$ cat config.mk
export PLATFORM = sky130hd
export DESIGN_NAME = hrm_io_bridge_flat
export DESIGN_NICKNAME = d
export VERILOG_FILES = /design/src/rtl/hrm_io_bridge_if.sv /design/src/rtl/hrm_io_bridge.sv /design/src/flat_wrapper.sv
export SDC_FILE = /design/constraint.sdc
export NUM_CORES = 1
export LEC_CHECK = 0
export CAP_MARGIN = 20
export CORE_ASPECT_RATIO = 1.5
export CORE_MARGIN = 2
export CORE_UTILIZATION = 30
export DETAILED_ROUTE_END_ITERATION = 8
export PLACE_DENSITY = 0.5
export SLEW_MARGIN = 20
export SYNTH_ARGS = -nofsm -noshare
export SYNTH_HDL_FRONTEND = slang
export SYNTH_SLANG_ARGS = --single-unit
$ cat constraint.sdc
create_clock -name clk -period 7.1 [get_ports clk]
set_input_delay 0.71 -clock clk [delete_from_list [all_inputs] [get_ports clk]]
set_output_delay 0.71 -clock clk [all_outputs]
set_load 0.01 [all_outputs]
$ cat src/rtl/hrm_io_bridge_if.sv
// Signal bundle between the bridge, the serial front end, the CPU INBOX/OUTBOX
// ports and the tx sink. The slave view belongs to the bridge; the master view
// belongs to whatever surrounds it.
interface hrm_io_bridge_if;
  logic [7:0] rx_data;
  logic       rx_valid;
  logic       clr_err;
  logic       cpu_in_full;
  logic       cpu_in_wr;
  logic [7:0] cpu_in_data;
  logic       cpu_out_empty;
  logic [7:0] cpu_out_data;
  logic       cpu_out_rd;
  logic [7:0] tx_data;
  logic       tx_valid;
  logic       tx_ready;
  logic       rx_overrun;
  logic [7:0] in_count;
  logic [7:0] out_count;

  modport slave (
    input  rx_data, rx_valid, clr_err, cpu_in_full, cpu_out_empty, cpu_out_data, tx_ready,
    output cpu_in_wr, cpu_in_data, cpu_out_rd, tx_data, tx_valid, rx_overrun, in_count,
           out_count
  );

  modport master (
    output rx_data, rx_valid, clr_err, cpu_in_full, cpu_out_empty, cpu_out_data, tx_ready,
    input  cpu_in_wr, cpu_in_data, cpu_out_rd, tx_data, tx_valid, rx_overrun, in_count,
           out_count
  );
endinterface

$ cat src/rtl/hrm_io_bridge.sv
// Byte-stream bridge: rx bytes go through a local FIFO into the CPU INBOX,
// OUTBOX bytes are drained to a valid/ready tx sink. Both paths are independent.
module hrm_io_bridge #(
  parameter int unsigned IN_LGFLEN = 3
) (
  input  logic            clk,
  input  logic            i_rst_n,
  hrm_io_bridge_if.slave  bus
);

  localparam int unsigned Depth = 2 ** IN_LGFLEN;
  localparam logic [IN_LGFLEN:0] PtrOne = 1;

  typedef enum logic [1:0] {InIdle, InWr, InGap} in_state_e;
  typedef enum logic [1:0] {OutIdle, OutPop, OutSend, OutWait} out_state_e;

  logic [7:0]         fifo_mem [Depth];
  logic [IN_LGFLEN:0] wr_ptr_q, rd_ptr_q;
  logic               fifo_empty, fifo_full, fifo_rd, fifo_wr, rx_drop;
  logic               overrun_q;

  in_state_e          in_state_q;
  logic               in_wr_q;
  logic [7:0]         in_data_q;
  logic [7:0]         in_count_q;

  out_state_e         out_state_q;
  logic               out_rd_q;
  logic [7:0]         tx_data_q;
  logic               tx_valid_q;
  logic [7:0]         out_count_q;

  // Extra pointer MSB distinguishes full from empty.
  assign fifo_empty = (wr_ptr_q == rd_ptr_q);
  assign fifo_full  = (wr_ptr_q[IN_LGFLEN] != rd_ptr_q[IN_LGFLEN]) &&
                      (wr_ptr_q[IN_LGFLEN-1:0] == rd_ptr_q[IN_LGFLEN-1:0]);

  // A pop in the same cycle frees a slot, so a write to a full FIFO still lands.
  assign fifo_rd = (in_state_q == InIdle) && !fifo_empty && !bus.cpu_in_full;
  assign fifo_wr = bus.rx_valid && (!fifo_full || fifo_rd);
  assign rx_drop = bus.rx_valid && fifo_full && !fifo_rd;

  // FIFO storage; contents need no reset since the pointers gate visibility.
  always_ff @(posedge clk) begin
    if (fifo_wr) fifo_mem[wr_ptr_q[IN_LGFLEN-1:0]] <= bus.rx_data;
  end

  // FIFO pointers and sticky overrun (a new drop beats a simultaneous clear).
  always_ff @(posedge clk or negedge i_rst_n) begin
    if (!i_rst_n) begin
      wr_ptr_q  <= '0;
      rd_ptr_q  <= '0;
      overrun_q <= 1'b0;
    end else begin
      if (fifo_wr) wr_ptr_q <= wr_ptr_q + PtrOne;
      if (fifo_rd) rd_ptr_q <= rd_ptr_q + PtrOne;
      if (rx_drop)          overrun_q <= 1'b1;
      else if (bus.clr_err) overrun_q <= 1'b0;
    end
  end

  // Inbound FSM: strobe, data and count are registered on entry to InWr.
  always_ff @(posedge clk or negedge i_rst_n) begin
    if (!i_rst_n) begin
      in_state_q <= InIdle;
      in_wr_q    <= 1'b0;
      in_data_q  <= 8'h00;
      in_count_q <= 8'h00;
    end else begin
      case (in_state_q)
        InIdle: begin
          if (fifo_rd) begin
            in_state_q <= InWr;
            in_wr_q    <= 1'b1;
            in_data_q  <= fifo_mem[rd_ptr_q[IN_LGFLEN-1:0]];
            in_count_q <= in_count_q + 8'd1;
          end
        end
        InWr: begin
          in_wr_q    <= 1'b0;
          in_state_q <= InGap;
        end
        InGap:   in_state_q <= InIdle;
        default: begin
          in_state_q <= InIdle;
          in_wr_q    <= 1'b0;
        end
      endcase
    end
  end

  // Outbound FSM: one byte outstanding; pop, hold for the sink, then let empty settle.
  always_ff @(posedge clk or negedge i_rst_n) begin
    if (!i_rst_n) begin
      out_state_q <= OutIdle;
      out_rd_q    <= 1'b0;
      tx_data_q   <= 8'h00;
      tx_valid_q  <= 1'b0;
      out_count_q <= 8'h00;
    end else begin
      case (out_state_q)
        OutIdle: begin
          if (!bus.cpu_out_empty) begin
            out_state_q <= OutPop;
            out_rd_q    <= 1'b1;
          end
        end
        OutPop: begin
          out_rd_q    <= 1'b0;
          tx_data_q   <= bus.cpu_out_data;
          tx_valid_q  <= 1'b1;
          out_state_q <= OutSend;
        end
        OutSend: begin
          if (bus.tx_ready) begin
            tx_valid_q  <= 1'b0;
            out_count_q <= out_count_q + 8'd1;
            out_state_q <= OutWait;
          end
        end
        OutWait: out_state_q <= OutIdle;
        default: begin
          out_state_q <= OutIdle;
          out_rd_q    <= 1'b0;
          tx_valid_q  <= 1'b0;
        end
      endcase
    end
  end

  assign bus.cpu_in_wr   = in_wr_q;
  assign bus.cpu_in_data = in_data_q;
  assign bus.in_count    = in_count_q;
  assign bus.cpu_out_rd  = out_rd_q;
  assign bus.tx_data     = tx_data_q;
  assign bus.tx_valid    = tx_valid_q;
  assign bus.out_count   = out_count_q;
  assign bus.rx_overrun  = overrun_q;

endmodule

$ cat src/flat_wrapper.sv
// flat-port wrapper written by rule: the top's interface ports become plain ports
module hrm_io_bridge_flat 
#(
  parameter int unsigned IN_LGFLEN = 3
)
  (clk, i_rst_n, bus_rx_data, bus_rx_valid, bus_clr_err, bus_cpu_in_full, bus_cpu_out_empty, bus_cpu_out_data, bus_tx_ready, bus_cpu_in_wr, bus_cpu_in_data, bus_cpu_out_rd, bus_tx_data, bus_tx_valid, bus_rx_overrun, bus_in_count, bus_out_count);
  hrm_io_bridge_if bus_i ();
  input  logic clk;
  input  logic i_rst_n;
  input wire logic [$bits(bus_i.rx_data)-1:0] bus_rx_data;
  input wire logic [$bits(bus_i.rx_valid)-1:0] bus_rx_valid;
  input wire logic [$bits(bus_i.clr_err)-1:0] bus_clr_err;
  input wire logic [$bits(bus_i.cpu_in_full)-1:0] bus_cpu_in_full;
  input wire logic [$bits(bus_i.cpu_out_empty)-1:0] bus_cpu_out_empty;
  input wire logic [$bits(bus_i.cpu_out_data)-1:0] bus_cpu_out_data;
  input wire logic [$bits(bus_i.tx_ready)-1:0] bus_tx_ready;
  output wire logic [$bits(bus_i.cpu_in_wr)-1:0] bus_cpu_in_wr;
  output wire logic [$bits(bus_i.cpu_in_data)-1:0] bus_cpu_in_data;
  output wire logic [$bits(bus_i.cpu_out_rd)-1:0] bus_cpu_out_rd;
  output wire logic [$bits(bus_i.tx_data)-1:0] bus_tx_data;
  output wire logic [$bits(bus_i.tx_valid)-1:0] bus_tx_valid;
  output wire logic [$bits(bus_i.rx_overrun)-1:0] bus_rx_overrun;
  output wire logic [$bits(bus_i.in_count)-1:0] bus_in_count;
  output wire logic [$bits(bus_i.out_count)-1:0] bus_out_count;
  assign bus_i.rx_data = bus_rx_data;
  assign bus_i.rx_valid = bus_rx_valid;
  assign bus_i.clr_err = bus_clr_err;
  assign bus_i.cpu_in_full = bus_cpu_in_full;
  assign bus_i.cpu_out_empty = bus_cpu_out_empty;
  assign bus_i.cpu_out_data = bus_cpu_out_data;
  assign bus_i.tx_ready = bus_tx_ready;
  assign bus_cpu_in_wr = bus_i.cpu_in_wr;
  assign bus_cpu_in_data = bus_i.cpu_in_data;
  assign bus_cpu_out_rd = bus_i.cpu_out_rd;
  assign bus_tx_data = bus_i.tx_data;
  assign bus_tx_valid = bus_i.tx_valid;
  assign bus_rx_overrun = bus_i.rx_overrun;
  assign bus_in_count = bus_i.in_count;
  assign bus_out_count = bus_i.out_count;
  hrm_io_bridge #(.IN_LGFLEN(IN_LGFLEN)) u_core (.clk(clk), .i_rst_n(i_rst_n), .bus(bus_i));
endmodule
## Yosys cells after proc, flatten, opt, wreduce, memory -nomap -nowiden

Memories as Yosys holds them, arrays and structs flattened. A register that Yosys moved wholly into a read port is not among the register bits.
Cells that the tools add are included.

- Multiplexer cells: 15
- Reductions and logical operators: 23
- Eq/ne operators: 11
- Bitwise logic cells: 1
- $add $sub $neg: 4

Operators by type and width:

| kind | count |
|---|---|
| $add 8x1->8 const B | 2 |
| $reduce_and 2->1 | 6 |
| $add 4x1->4 const B | 2 |
| $pmux 2 s4 | 1 |
| $mux 1 | 7 |
| $eq 2x2->1 const B | 3 |
| $logic_and 1x1->1 | 6 |
| $mux 2 | 3 |
| $pmux 1 s2 | 3 |
| $reduce_bool 2->1 | 3 |
| $logic_not 1->1 | 5 |
| $eq 2x1->1 const B | 2 |
| $eq 4x4->1 | 1 |
| $logic_not 2->1 | 2 |
| $ne 2x2->1 const B | 2 |
| $pmux 2 s2 | 1 |
| $eq 3x3->1 | 1 |
| $ne 2x1->1 const B | 1 |
| $logic_or 1x1->1 | 1 |
| $ne 1x1->1 | 1 |
| $not 1->1 | 1 |

- Logic and storage cells: 66
- Bits in writable memories: 64
- Bits in registers: 40
- Memories: 1
- Input port bits: 23

Memories:

| name | words | bits a word | rd ports | clocked after Yosys merged registers in | wr ports | RTL line | source |
|---|---|---|---|---|---|---|---|
| u_core.fifo_mem | 8 | 8 | 1 | 1 | 1 | hrm_io_bridge.sv:17 | `logic [7:0] fifo_mem [Depth];` |

## Logic depth before layout (Yosys ltp)

Gate-level depths: netlist (run 1).

- Depth after elaboration: 8
- Depth in mapped cells: 7
- Depth with buffers taken out: 6

## Least setup slack after synthesis (run 1)

No wires, ideal clock.

- Path kind: input to register
- Start point: in bus_cpu_in_full
- End point: mem u_core.fifo_mem[0][0] (enable)
- Arrival time: 2.056 ns
- Path buffers: 0
- Path slack: 4.650 ns
- Stages: 4
- Cells stage by stage: or3_1 -> nand2_1 -> o21ai_4 -> nor4_1

- Cells in the longest elaborated chain, start to end: 6

Ends and longest elaborated chain:

| what | RTL line | source |
|---|---|---|
| start, declared | flat_wrapper.sv:13 | `input wire logic [$bits(bus_i.cpu_in_full)-1:0] bus_cpu_in_full;` |
| $logic_not 1->1 | hrm_io_bridge.sv:39 | `assign fifo_rd = (in_state_q == InIdle) && !fifo_empty && !bus.cpu_in_full;` |
| $logic_and 1x1->1 | hrm_io_bridge.sv:39 |  |
| $logic_or 1x1->1 | hrm_io_bridge.sv:40 | `assign fifo_wr = bus.rx_valid && (!fifo_full \|\| fifo_rd);` |
| $logic_and 1x1->1 | hrm_io_bridge.sv:40 |  |
| $mux 1 | hrm_io_bridge.sv:45 | `if (fifo_wr) fifo_mem[wr_ptr_q[IN_LGFLEN-1:0]] <= bus.rx_data;` |
| $mux 1 (not written as such) | hrm_io_bridge.sv:45 |  |
| end, declared | hrm_io_bridge.sv:17 |  |

No other way between the ends.

## Worst setup path in the final report (run 1)

- Start point: reg u_core.rd_ptr_q[1]
- End point: mem u_core.fifo_mem[6][0] (enable)

- Cells in the longest elaborated chain, start to end: 8
- Elaborated cells between the ends (all ways): 11
- Classes of those cells: eq/ne (2); mux (2); reduce/logical (7)

Ends and longest elaborated chain:

| what | RTL line | source |
|---|---|---|
| start, declared | hrm_io_bridge.sv:18 | `logic [IN_LGFLEN:0] wr_ptr_q, rd_ptr_q;` |
| start signal, assigned | hrm_io_bridge.sv:56 | `if (fifo_rd) rd_ptr_q <= rd_ptr_q + PtrOne;` |
| $eq 4x4->1 | hrm_io_bridge.sv:34 | `assign fifo_empty = (wr_ptr_q == rd_ptr_q);` |
| $logic_not 1->1 | hrm_io_bridge.sv:39 |  |
| $logic_and 1x1->1 (2 in a row) | hrm_io_bridge.sv:39 |  |
| $logic_or 1x1->1 (*) | hrm_io_bridge.sv:40 |  |
| $logic_and 1x1->1 (*) | hrm_io_bridge.sv:40 |  |
| $mux 1 (*) | hrm_io_bridge.sv:45 |  |
| $mux 1 (not written as such) (*) | hrm_io_bridge.sv:45 |  |

Mark *: on every way between the ends. The rest lies on a longest branch, timed or not.

==> reports/results.txt, run 1 <==
R2R depth: 4
Worst Path Arrival: 2.67 ns
Syn Nets: 306
GPL Wtd Cong: 0.748
Die Area: 16100 sq um
H-Tree Depth: 3
Worst Max-Slew Pin Slew: 1.01 ns
Syn Area/Cell: 16.4 sq um
Req. time, crit path: 7.08 ns
Setup TNS: 0 ns
share of the synthesized area in the top cell type: 42.4%
Worst-Skew Late Latency: 0.35 ns
status: finished, final reports clean
Synth cell types: 36
Final Critical Period: 2.69 ns
nets: 366
root buf cell: clkbuf_16
largest net degree at the start of global routing: 49
number of top-level pins: 59
Fin. Hold Viols: 0
r2r setup slk: 4.41 ns
f_max: 0.372 GHz
Fillers: 1433
Critical Path Sink Type: flip-flop
YS warnings: 0
largest cells by area after synthesis: edfxtp_1 42%, dfrtp_1 27%, mux4_2 8.0%
Max Cap Violations: 0
Initial DRT Pass Iterations: 4
first-pass GRT wire length: 14.1 mm
final worst path period share: 37.9%
Reg clk slew, reported paths: 0.08 ns
Global Route Usage Sum: 11.4%
vias per std cell: 4.46
Avg WL per Cell: 16.1 um
# rows: 55
final core utilization: 37.6%
clk buf depth: 2
RSZ-0062 raised after global routing: no
TritonCTS buffer count: 9
Worst Path Max Fanout: 20
FF-to-FF Start: u_core.rd_ptr_q[1]
Final Slew Violations: 0
chip width: 104 um
HP Class: in2async
layout cells sized above 1: 15.2%
initial antenna violation count: 0
ANT nets after route: 0
Detailed Route WL: 8.69 mm
Core Area: 14900 sq um
synthesized flop and latch total: 112
Peak VDD IR: 0.000149 V
clock tree from TritonCTS: done
Initial DRC Count: 93
total gr overflow: 0
Die H: 155 um
Power Density: 415 nW/um^2
type of the worst setup path: reg2reg
clock sink count: 112
Layout area overhead: 23.8%
via count: 2407
# setup viols final: 0
clock skew: 0.00904 ns
I/O Buffers: 58
# resized after CTS: 0
# DRC: 0
RR Endpoint: u_core.fifo_mem[6][0]
Yosys top cell by area: edfxtp_1
# diodes: 0
static leakage: 2.08 nW
vias in the first global route: 2555
post-CTS setup buffers: 0
sequential share of the synthesized area: 68.9%
Mapped Area: 4530 sq um
CP startpoint kind: flip-flop
Post-Syn Instances: 276
Initial Util: 30.3%
dpl hpwl: 6.11 mm
Worst slew margin: 32.5%
# hold bufs at CTS: 0
state kept, by name, summed over array words and instances (netlist names):
name / cells
u_core.bus.cpu_in_data: 8
u_core.bus.cpu_in_wr: 1
u_core.bus.cpu_out_rd: 1
u_core.bus.in_count: 8
u_core.bus.out_count: 8
u_core.bus.rx_overrun: 1
u_core.bus.tx_data: 8
u_core.bus.tx_valid: 1
u_core.fifo_mem: 64
u_core.in_state_q: 2
u_core.out_state_q: 2
u_core.rd_ptr_q: 4
u_core.wr_ptr_q: 4
worst max-delay path, cell delays in order, from the launching register on:
cell and delay, ns:
dfrtp_1 0.90, xor2_1 0.40, or3_4 0.23, o211ai_1 0.16
nor2_1 0.62
logic make-up (layout without fill, tap and decap cells):
kind of cell | Yosys count | in the layout | share of synthesized area [%]
compound gates | 21 | 21 | 3.15
xor+xnor | 25 | 25 | 4.83
fa+ha+maj | 7 | 7 | 1.93
buf+inv | 22 | 87 | 2.76
flops | 112 | 112 | 68.9
mux | 36 | 36 | 12.7
simple gates | 53 | 53 | 5.69
cell type report:
class                   count  area [sq um]  area share (%)
clock inverters             7          60.1            1.07
clock buffers               9           225            4.02
well taps                 199           249            4.44
flip-flops and latches    112          3120            55.7
repair buffers             61           601            10.7
multi-input cells         142          1310            23.4
inverters                  10          37.5           0.669
synthesized netlist by cell type:
cell,number
clkbuf_2,1
nor2b_1,1
o21ai_0,8
nand2b_1,2
a21oi_1,2
o21ai_4,1
mux2_2,10
nand4_1,1
xor2_1,13
mux2i_1,8
dfrtp_1,48
or3_1,1
o211ai_1,2
clkbuf_1,3
and3_1,3
edfxtp_1,64
inv_1,10
buf_4,1
or3_4,1
buf_6,3
nor2_1,9
nor3_1,7
o21ai_1,4
nand2_1,13
o41ai_2,1
a22oi_1,1
o22a_1,1
buf_8,1
buf_2,3
mux2_1,2
xnor2_1,12
ha_1,7
mux4_2,16
nand3_1,12
o2bb2ai_1,1
nor4_1,3
where the power goes:
group | switching [mW] | internal (mW) | total, mW
combinational | 0.372 | 0.434 | 0.806
clock | 0.242 | 0.245 | 0.487
sequential | 0.163 | 0.874 | 1.04
stage by stage:
stage / cells / total power, mW / hold slack [ns] / area (sq um) / worst slack (ns)
3_3_place_gp: 524 / 1.85 / 0.448 / 5300 / 4.09
6_report: 540 / 2.33 / 0.374 / 5610 / 4.41
4_1_cts: 540 / 2.36 / 0.394 / 5590 / 4.09
5_1_grt: 540 / 2.48 / 0.427 / 5610 / 4.15
3_5_place_dp: 524 / 1.87 / 0.449 / 5300 / 4.03
2_1_floorplan: 276 / 1.55 / 0.414 / 4530 / 4.65
cells in the final DEF, fill, tap and decap left out, drive strengths merged, types with 4 or more instances in the layout:
| cell type | count |
|---|---|
| mux2 | 12 |
| o21ai | 13 |
| clkbuf | 9 |
| nand3 | 12 |
| ha | 7 |
| nor2 | 9 |
| inv | 14 |
| mux2i | 8 |
| dfrtp | 48 |
| edfxtp | 64 |
| mux4 | 16 |
| xnor2 | 12 |
| buf | 4 |
| clkdlybuf4s50 | 57 |
| nor3 | 7 |
| nand2 | 13 |
| xor2 | 13 |
worst max-delay path by stage:
stage / cells past startpoint / from / to / slack (ns)
final: 4 / u_core.rd_ptr_q[1] / u_core.fifo_mem[6][0] / 4.41
after global routing: 4 / u_core.rd_ptr_q[1] / u_core.fifo_mem[5][3] / 4.15
after CTS: 4 / u_core.rd_ptr_q[1] / u_core.fifo_mem[3][4] / 4.09
after detailed placement: 5 / bus_cpu_in_full / u_core.fifo_mem[3][5] / 4.03
after global placement: 5 / bus_cpu_in_full / u_core.fifo_mem[4][0] / 4.09
after floorplan: 4 / bus_cpu_in_full / u_core.fifo_mem[0][0] / 4.65
layer usage:
| layer | share of wire, % | vias up | GRT usage (%) |
|---|---|---|---|
| li1 | - | 1139 | - |
| met1 | 43 | 1207 | 13.7 |
| met2 | 52 | 51 | 19.6 |
| met3 | 3.5 | 10 | 2.61 |
| met4 | 1.8 | 0 | 5.02 |
| met5 | 0 | - | 0 |
Note: power is estimated with default switching activity, not from simulation.
==> run 2: changes to the inputs <==
==> constraint.sdc (replaced) <==
create_clock -name clk -period 2.7 [get_ports clk]
set_input_delay 0.27 -clock clk [delete_from_list [all_inputs] [get_ports clk]]
set_output_delay 0.27 -clock clk [all_outputs]
set_load 0.01 [all_outputs]
==> reports/results.txt, run 2 (synthesis gave the netlist of run 1 again) <==
final worst path period share: 71.9% (+34 points)
Final Non-Filler Cells: 552 (+2.2%)
Avg WL per Cell: 15.0 um (-6.6%)
Final Critical Period: 1.94 ns (-0.749 ns)
largest net degree at the start of global routing: 31 (-37%)
GPL Wtd Cong: 0.747 (-0.19%)
# diodes: 0 (unchanged)
Die Area: 16100 sq um (unchanged)
Final Slew Violations: 0 (unchanged)
vias in the first global route: 2552 (-0.12%)
initial antenna violation count: 0 (unchanged)
Initial DRT Pass Iterations: 4 (unchanged)
nets: 378 (+3.3%)
static leakage: 2.15 nW (+3.5%)
status: finished, final reports clean
dpl hpwl: 6.06 mm (-0.89%)
Req. time, crit path: 2.80 ns (-4.28 ns)
Worst-Skew Late Latency: 0.35 ns (about the same)
# rows: 55 (unchanged)
Worst slew margin: 55.9% (+23 points)
# setup viols final: 0 (unchanged)
Fillers: 1419 (-0.98%)
Initial DRC Count: 97 (+4.3%)
via count: 2401 (-0.25%)
number of top-level pins: 59 (unchanged)
Peak VDD IR: 0.000394 V (+160%)
vias per std cell: 4.35 (-2.4%)
layout cells sized above 1: 17.0% (+1.7 points)
root buf cell: clkbuf_16
Initial Util: 30.3% (unchanged)
post-CTS setup buffers: 0 (unchanged)
Reg clk slew, reported paths: 0.08 ns (about the same)
Die H: 155 um (unchanged)
Largest register FFs: 64 (unchanged)
Power Density: 1090 nW/um^2 (+160%)
RSZ-0062 raised after global routing: no
Detailed Route WL: 8.30 mm (-4.5%)
Fin. Hold Viols: 0 (unchanged)
# DRC: 0 (unchanged)
placed insts: 535 (+2.1%)
Setup TNS: 0 ns (unchanged)
clk buf depth: 2 (unchanged)
most common cell after layout, fill and taps aside: edfxtp_1
total gr overflow: 0 (unchanged)
H-Tree Depth: 3 (unchanged)
r2r setup slk: 0.76 ns (-3.65 ns)
HP Class: reg2reg
Layout area overhead: 26.0%
Max Cap Violations: 0 (unchanged)
ANT nets after route: 0 (unchanged)
TritonCTS buffer count: 9 (unchanged)
CP startpoint kind: flip-flop
Critical Path Sink Type: flip-flop
clock tree from TritonCTS: done
type of the worst setup path: reg2reg
I/O Buffers: 58 (unchanged)
Core Area: 14900 sq um (unchanged)
Worst Path Arrival: 2.04 ns (-0.63 ns)
most frequent cells in the layout: 64 x edfxtp_1, 57 x clkdlybuf4s50_1, 48 x dfrtp_1, 16 x mux4_2, 14 x buf_4
clock sink count: 112 (unchanged)
Worst Path Max Fanout: 9 (-55%)
Global Route Usage Sum: 11.0% (-0.44 points)
first-pass GRT wire length: 13.5 mm (-3.8%)
clock skew: 0.0128 ns (+0.00373 ns)
chip width: 104 um (unchanged)
f_max: 0.515 GHz (+39%)
Worst Max-Slew Pin Slew: 0.661 ns (-0.351 ns)
## run 2: cell types whose count changed in the layout (fill, tap and decap cells not counted), sizes merged
cell	before	now
dlygate4sd3	0	1
inv	14	15
clkinvlp	1	0
buf	4	15
## run 2: layout make-up
cell class | count | area, sq um | area share (%)
Sequential cell | 112 | 3120 | 54.7
Timing Repair Buffer | 73 | 691 | 12.1
Inverter | 10 | 37.5 | 0.657
Tap cell | 199 | 249 | 4.36
Clock buffer | 9 | 225 | 3.94
Clock inverter | 7 | 91.3 | 1.60
Multi-Input combinational cell | 142 | 1290 | 22.7
## run 2: what timing repair did
item / CTS / global route
hold buffers: 1 / 0
resized for setup: 0 / 0
endpoints found under the hold margin: 27 / 0
## run 2: final timing paths
kind	from	endpoint	cells past startpoint
max in group asynchronous	i_rst_n	u_core.bus.out_count[3]	3
min in group asynchronous	i_rst_n	u_core.bus.tx_data[4]	2
worst max register to register	u_core.wr_ptr_q[0]	u_core.fifo_mem[5][7]	5
worst min-delay path	u_core.in_state_q[1]	u_core.in_state_q[1]	1
worst max-delay path	u_core.wr_ptr_q[0]	u_core.fifo_mem[5][7]	5
worst min register to register	u_core.in_state_q[1]	u_core.in_state_q[1]	1
## run 2: metal layers
| layer | routed length (um) | global-route usage [%] | up-vias |
|---|---|---|---|
| met5 | 0 | 0 | - |
| met4 | 106 | 3.67 | 0 |
| met3 | 343 | 3.12 | 7 |
| met2 | 4420 | 19.8 | 52 |
| met1 | 3420 | 12.4 | 1179 |
| li1 | - | - | 1163 |
## run 2: metrics by stage
stage	area [sq um]	total power [mW]	utilization, %	hold slack [ns]	setup WS, ns
2_1_floorplan	4530	4.07	-	-0.0256	0.441
3_5_place_dp	5380	4.96	36.1	0.353	0.658
6_report	5710	6.24	38.2	0.460	0.758
5_1_grt	5710	6.65	38.2	0.491	0.619
3_3_place_gp	5380	4.91	36.1	0.348	0.708
4_1_cts	5710	6.36	38.2	0.466	0.753
## run 2: power breakdown
part / leakage (nW) / switching, mW / total [mW] / internal [mW]
sequential: 1.17 / 0.333 / 2.63 / 2.30
clock: 0.155 / 0.697 / 1.38 / 0.679
combinational: 0.830 / 1.05 / 2.24 / 1.18
## run 2: critical path: stages (launching register included)
cell and delay (ns):
dfrtp_1 0.49, xor2_1 0.23, or3_4 0.43, o211ai_1 0.28, nor2_1 0.09, buf_4 0.18
